**config.mk**
```make
export PLATFORM = sky130hd
export DESIGN_NAME = hazard_ctrl
export DESIGN_NICKNAME = d
export VERILOG_FILES = /design/src/rtl/hazard_pkg.sv /design/src/rtl/hazard_cmp.sv /design/src/rtl/hazard_ctrl.sv
export SDC_FILE = /design/constraint.sdc
export NUM_CORES = 1
export LEC_CHECK = 0
export CAP_MARGIN = 10
export CELL_PAD_IN_SITES_DETAIL_PLACEMENT = 0
export CELL_PAD_IN_SITES_GLOBAL_PLACEMENT = 1
export CORE_MARGIN = 3
export CORE_UTILIZATION = 40
export CTS_BUF_LIST = sky130_fd_sc_hd__clkbuf_8
export DETAILED_ROUTE_END_ITERATION = 8
export PLACE_DENSITY_LB_ADDON = 0.1
export SLEW_MARGIN = 25
export SYNTH_ARGS = -nofsm -noshare
export SYNTH_HDL_FRONTEND = slang
export SYNTH_SLANG_ARGS = --single-unit
```
**constraint.sdc**
```tcl
create_clock -name clk -period 3.6 [get_ports clk]
set_clock_uncertainty 0.2 [all_clocks]
set_input_delay 0.9 -clock clk [delete_from_list [all_inputs] [get_ports clk]]
set_output_delay 0.9 -clock clk [all_outputs]
set_load 0.01 [all_outputs]
```
**src/rtl/hazard_pkg.sv**
```systemverilog
// Shared types and constants for the hazard control unit.
// Configuration macro: REGFILE_BYPASS_EN (write-first regfile, WB stage not compared).
package hazard_pkg;

    typedef struct packed {
        logic       valid;
        logic [4:0] rd;
    } sb_entry_t;

    localparam int SB_DEPTH = 3;
    localparam int SB_EX    = 0;
    localparam int SB_MEM   = 1;
    localparam int SB_WB    = 2;
    localparam int CNT_W    = 32;

`ifdef REGFILE_BYPASS_EN
    // Write-first regfile forwards the WB value, so only EX and MEM can hazard.
    localparam int SB_CMP = 2;
`else
    localparam int SB_CMP = 3;
`endif

endpackage

```
**src/rtl/hazard_cmp.sv**
```systemverilog
// Compares one source register address against the scoreboard stages.
// Configuration macro: REGFILE_BYPASS_EN (via hazard_pkg::SB_CMP).
module hazard_cmp
    import hazard_pkg::*;
(
    input  logic                          used,
    input  logic [4:0]                    addr,
    input  sb_entry_t [SB_DEPTH-1:0]      sb,
    output logic                          hit
);

    logic match;

    // Any valid compared stage writing the same register; x0 never matches.
    always_comb begin
        match = 1'b0;
        for (int i = 0; i < SB_CMP; i++) begin
            if (sb[i].valid && (sb[i].rd == addr)) match = 1'b1;
        end
        hit = used && (addr != 5'd0) && match;
    end

endmodule

```
**src/rtl/hazard_ctrl.sv**
```systemverilog
// RAW stall / branch flush control with a 3-stage destination scoreboard.
// Configuration macro: REGFILE_BYPASS_EN (WB entry excluded from hazard compare).
module hazard_ctrl
    import hazard_pkg::*;
(
    input  logic             clk,
    input  logic             rst,
    input  logic             id_valid,
    input  logic [4:0]       id_rs1_addr,
    input  logic [4:0]       id_rs2_addr,
    input  logic             id_rs1_used,
    input  logic             id_rs2_used,
    input  logic [4:0]       id_rd_addr,
    input  logic             id_rd_wren,
    input  logic             ex_br_taken,
    output logic             pc_stall,
    output logic             ifid_stall,
    output logic             ifid_flush,
    output logic             idex_flush,
    output logic [CNT_W-1:0] stall_cnt,
    output logic [CNT_W-1:0] flush_cnt
);

    sb_entry_t [SB_DEPTH-1:0] sb;
    sb_entry_t                ex_new;
    logic                     hit1;
    logic                     hit2;
    logic                     raw;

    hazard_cmp u_cmp_rs1 (
        .used (id_rs1_used),
        .addr (id_rs1_addr),
        .sb   (sb),
        .hit  (hit1)
    );

    hazard_cmp u_cmp_rs2 (
        .used (id_rs2_used),
        .addr (id_rs2_addr),
        .sb   (sb),
        .hit  (hit2)
    );

    // Hazard decision and control outputs; a taken branch overrides the stall.
    always_comb begin
        raw          = id_valid && (hit1 || hit2);
        pc_stall     = raw && !ex_br_taken;
        ifid_stall   = raw && !ex_br_taken;
        ifid_flush   = ex_br_taken;
        idex_flush   = raw || ex_br_taken;
        ex_new.valid = id_valid && id_rd_wren && (id_rd_addr != 5'd0) && !raw && !ex_br_taken;
        ex_new.rd    = ex_new.valid ? id_rd_addr : 5'd0;
    end

    // Scoreboard shift EX->MEM->WB; a bubble enters EX on stall or flush.
    always_ff @(posedge clk or posedge rst) begin
        if (rst) begin
            sb <= '0;
        end else begin
            sb[SB_WB]  <= sb[SB_MEM];
            sb[SB_MEM] <= sb[SB_EX];
            sb[SB_EX]  <= ex_new;
        end
    end

    // Saturating event counters.
    always_ff @(posedge clk or posedge rst) begin
        if (rst) begin
            stall_cnt <= '0;
            flush_cnt <= '0;
        end else begin
            if (pc_stall && (stall_cnt != {CNT_W{1'b1}})) stall_cnt <= stall_cnt + 1'b1;
            if (ifid_flush && (flush_cnt != {CNT_W{1'b1}})) flush_cnt <= flush_cnt + 1'b1;
        end
    end

endmodule

```
**Word-level counts from Yosys, hierarchy flattened**

Cells that the tools add are included.

- Register bits after elaboration: 82
- Word-level logic and storage cells: 50
- Bits of input ports: 22
- Output and inout bits: 68

- $add $sub $neg: 2
- Mux-type cells: 7
- Reduce and logical (&&, ||, !) cells: 25
- Equal/unequal tests: 8

Operators with widths:

| cell | number |
|---|---|
| adder 32 x 1 -> 32 bit, second input constant | 2 |
| inequality test 32 bit, second input constant | 2 |
| == test 5 bit | 6 |
| logical AND 1 bit | 18 |
| nonzero test 5 bit | 3 |
| 2-to-1 mux 1 bit | 6 |
| 2-to-1 mux 5 bit | 1 |
| zero test 1 bit | 2 |
| logical OR 1 bit | 2 |

**Depth between registers and ports, before layout**

- Depth after elaboration: 12
- Depth in mapped cells: 8
- Gate-level depth less buffers: 8

**Cells and area by module**

Synthesis repeated with hierarchy kept, for this count alone.

- Cell total of the unflattened synthesis: 385
- Area, all modules: 4,095.2 µm²

By module, submodules not included:

| module | cells each | instances | area each (µm²) |
|---|---|---|---|
| hazard_ctrl | 337 | 1 | 3,714.8 |
| hazard_cmp | 24 | 2 | 190.2 |

**Least setup slack after synthesis**

Ideal clock, no wire load.

- Kind: input-to-output
- Start: input id_rs2_addr[1]
- End: output pc_stall
- Stages on the path: 6
- Path slack: 0.369 ns
- Required time: 2.500 ns
- Arrival: 2.131 ns
- Path buffers: 1
- Path through: or4_1 o21ai_0 nor2_1 o31ai_2 nand2_1 buf_4

- Longest elaborated chain between the ends: 9
- Elaborated cells on any way between the ends: 15
- Classes of those cells: eq/ne (3); mux (3); reduce/logical (9)

Ends and longest elaborated chain:

| what | RTL line | text |
|---|---|---|
| from (decl) | hazard_ctrl.sv:10 | `input logic [4:0] id_rs2_addr,` |
| == test 5 bit | hazard_cmp.sv:18 | `if (sb[i].valid && (sb[i].rd == addr)) match = 1'b1;` |
| logical AND 1 bit | hazard_cmp.sv:18 |  |
| 2-to-1 mux 1 bit (3 in series) | hazard_cmp.sv:18 |  |
| logical AND 1 bit * | hazard_cmp.sv:20 | `hit = used && (addr != 5'd0) && match;` |
| logical OR 1 bit * | hazard_ctrl.sv:46 | `raw = id_valid && (hit1 \|\| hit2);` |
| logical AND 1 bit * | hazard_ctrl.sv:46 |  |
| logical AND 1 bit * | -- |  |
| to (decl) | hazard_ctrl.sv:16 | `output logic pc_stall,` |

Every way passes the cells marked *; elsewhere a longest branch is shown, timed or not.

**Worst setup path after layout**

- Start: input id_rs2_addr[0]
- End: output idex_flush

- Longest elaborated chain between the ends: 9
- Elaborated cells on any way between the ends: 15
- Classes of those cells: eq/ne (3); mux (3); reduce/logical (9)

Ends and longest elaborated chain:

| what | RTL line | text |
|---|---|---|
| == test 5 bit | hazard_cmp.sv:18 |  |
| logical AND 1 bit | hazard_cmp.sv:18 |  |
| 2-to-1 mux 1 bit (3 in series) | hazard_cmp.sv:18 |  |
| logical AND 1 bit * | hazard_cmp.sv:20 |  |
| logical OR 1 bit * | hazard_ctrl.sv:46 |  |
| logical AND 1 bit * | hazard_ctrl.sv:46 |  |
| logical OR 1 bit * | hazard_ctrl.sv:50 | `idex_flush = raw \|\| ex_br_taken;` |
| to (decl) | hazard_ctrl.sv:19 | `output logic idex_flush,` |

Marks and branches as above.

==> results by group <==
Power and ir drop
  • Switching Fraction: 25.7%
  • Logic gate share of total power: between 10% and 20%
  • Max rail drop VDD: between 0.2 and 0.3 mV
  • Sequential Power Share: 51.6%
  • Total chip power: 1.99 mW
  • PwrDens: 375 mW/mm^2
  • Leakage: approximately 2.4 nW
  • Clock share of power: 35.2%
  • P_sw: 512 uW
  • Int Power: around 1.5 mW

STA
  • Period utilization: between 90% and 100%
  • Slack of the critical path: 0.0960 ns
  • Max-slew violations: 0
  • Least-Margin Pin Slew: 0.460 ns
  • RSZ-0062 raised after global routing: false
  • Final hold violation count: 0
  • Setup violations, final: 0
  • Hold slack: 0.233 ns
  • Final min period: between 3 and 4 ns
  • Max-Slew Margin vs Limit: a little over two thirds
  • Fmax achieved: around 290 MHz

Clocking
  • Clk_lat worst skew: 0.34 ns
  • H-tree depth: 3
  • Clk slew on worst S/H paths: 0.09 ns
  • Hold buffers post-CTS: 0
  • CTS tree: built
  • CTS Sinks: 82
  • Num CTS Buffers: 9
  • Clk Tree Root Cell: clkbuf_8
  • Max Root-Sink Buffers: 2

Critical path
  • CP Launch Type: primary input
  • CP max FO: 3
  • CP arrival: roughly 2.4 ns
  • Crit path required time: approximately 2.5 ns
  • Critical path launch point: id_rs2_addr[0]
  • Critical path class: primary input to output pin
  • Worst R2R Start: sb[4]$_DFF_PP0_
  • Worst setup EP type: output pin

Floorplanning
  • Die H: 105 um
  • Die area: between 0.01 and 0.015 mm^2
  • Core area: 0.00937 mm^2
  • Boundary pin count: 90
  • Number of cell rows: 35
  • Die width: between 100 and 150 um
  • Initial Utilization: 41.9%

Cells and area
  • Commonest non-fill, non-tap cell in the layout: dfrtp_1
  • Design Area, Final: 0.00531 mm^2
  • Multi-input logic area: 0.00183 mm^2
  • Post-Layout Cell Count: around 610
  • Ant. Diodes: 0
  • Share of cells above drive strength 1: 11.6%
  • Final net count: 503
  • Reg area: 0.00205 mm^2
  • Most frequent cells in the layout: dfrtp_1, clkdlybuf4s50_1, xnor2_1
  • Area Growth Syn to Fin: 35.2%
  • FILL cells: 874

Logic synthesis
  • Syn Area/Cell: 10.7 um^2
  • Synthesized cell area: between 0.003 and 0.004 mm^2
  • Synth warn: 0
  • Async set or reset register ratio after synthesis: 100%
  • EDFF count, synth: 0
  • Mapped Cells: 366
  • Seq cells post-synth: between 80 and 90
  • Sequential area share after synthesis: a little over half
  • Net Count, Synth: 390
  • Synth Flop Type: dfrtp_1
  • Yosys cell types: 35

Place
  • DPL Wire Length: between 6 and 7 mm
  • GPL Wtd Cong: a little under 0.8
  • Port buffer count: 89
  • Dpl cell area: 0.00511 mm^2
  • Placed cells: just under 600
  • Dpl ws: -0.647 ns

Detailed routing
  • Vias: 3007
  • DR pass1 iterations: 4
  • Initial DRC count: 61
  • Post-Route WL: 8.72 mm
  • Vias per inst: 4.91
  • Drt drc: 0
  • ANT nets after route: 0
  • Wirelength per Cell: 14.2 um

Worst hold path
  • Hold path start: sb[11]$_DFF_PP0_
  • Hold Crit Class: flop to flop

Global routing
  • First-pass GRT wire length: 15.2 mm
  • Initial antenna violation count: 0
  • Largest net degree at the start of global routing: 83
  • All-Layer GR Usage: 16.7%
  • Grt total ovfl: 0
  • Vias in the first global route: 3141

Run status
  • Status: finished clean

Run
  • Max-cap violations: 0
-- critical path: stages --
cell and delay [ns]:
dlygate4sd2_1 0.27, xor2_1 0.15, nor4_1 0.30, and3_1 0.22, nor3_1 0.07, o22ai_2 0.23, nand2_1 0.08, nand2_1 0.06
buf_2 0.12
-- through the flow --
stage / util, % / TNS, ns
after floorplan: - / 0
after global placement: 54.6 / -1.70
after detailed placement: 54.6 / -1.79
after CTS: 56.9 / -0.0985
after global routing: 56.7 / 0
final: 56.7 / 0
-- registers in the layout, summed over array words and instances (netlist names) --
name and count:
flush_cnt 32, stall_cnt 32, sb 18
-- cell type report --
class	count	share of cell area (%)
sequential	82	38.6
multi-input combinational	272	34.5
timing repair buffer	109	19.5
tap	129	3.04
clock buffer	11	2.85
clock inverter	5	1.15
inverter	5	0.377
-- path summary, 6_finish.rpt --
kind	endpoint	slack, ns	cells after the start
setup / recovery	idex_flush	0.1	9
hold / removal	sb[17]$_DFF_PP0_	0.23	0
setup reg to reg	stall_cnt[25]$_DFFE_PP0P_	1.11	9
hold reg to reg	sb[17]$_DFF_PP0_	0.23	0
max in group asynchronous	flush_cnt[3]$_DFFE_PP0P_	2.09	3
min in group asynchronous	stall_cnt[6]$_DFFE_PP0P_	0.75	3
-- synth_stat cells (2+ instances only) --
cell type  number  area [um^2]
nor2_2          2         12.5
nor3_1          6         30.0
buf_4           2         15.0
and3_1         17          106
nor4_1          9         56.3
o21a_1          2         15.0
nand3_1        23          115
xnor2_1        49          429
mux2_2          2         22.5
o31ai_2         2         25.0
nor2_1         25         93.8
or4_1           3         22.5
and2_1         11         68.8
a31oi_1         2         12.5
a21oi_1         2         10.0
inv_1           5         18.8
nand2_1        31          116
o21ai_0         4         20.0
dfrtp_1        82         2050
ha_1            2         25.0
nand4_1        23          144
xor2_1         41          359
clkbuf_1        2         7.51
and4_1          6         52.6
buf_2           3         15.0
-- metal layers --
metal | up-vias | part of all wire, % | wire, um | GRT usage [%]
met1 | 1438 | 48 | 4230 | 23.3
met4 | 0 | 1.4 | 125 | 5.72
li1 | 1492 | - | - | -
met2 | 67 | 45 | 3920 | 25.7
met5 | - | 0 | 0 | 0
met3 | 10 | 5.1 | 447 | 3.58
-- what timing repair did --
item | CTS | global route
endpoints found under the setup margin | 3 | 3
buffers inserted | 1 | 0
pin swaps | 5 | 5
resized for setup | 20 | 11
-- power by group through the flow --
stage	sequential (mW)	combinational (mW)	clock [mW]
6_report	1.03	0.263	0.701
2_1_floorplan	1.05	0.104	0
3_5_place_dp	1.04	0.272	0
4_1_cts	1.03	0.269	0.725
5_1_grt	1.04	0.291	0.763
3_3_place_gp	1.05	0.269	0
-- cells by family (layout without fill, tap and decap cells) --
family,Yosys count,in the layout,share of synthesized area [%]
adders and majority gates,2,2,0.637
AOI/OAI and AO/OA,15,15,2.68
xor gates and xnor gates,90,90,20.1
buffers and inverters,12,130,1.43
DFF,82,82,52.2
and+or+nand+nor,163,163,22.4
muxes,2,2,0.573
(Power assumes the default switching activity.)
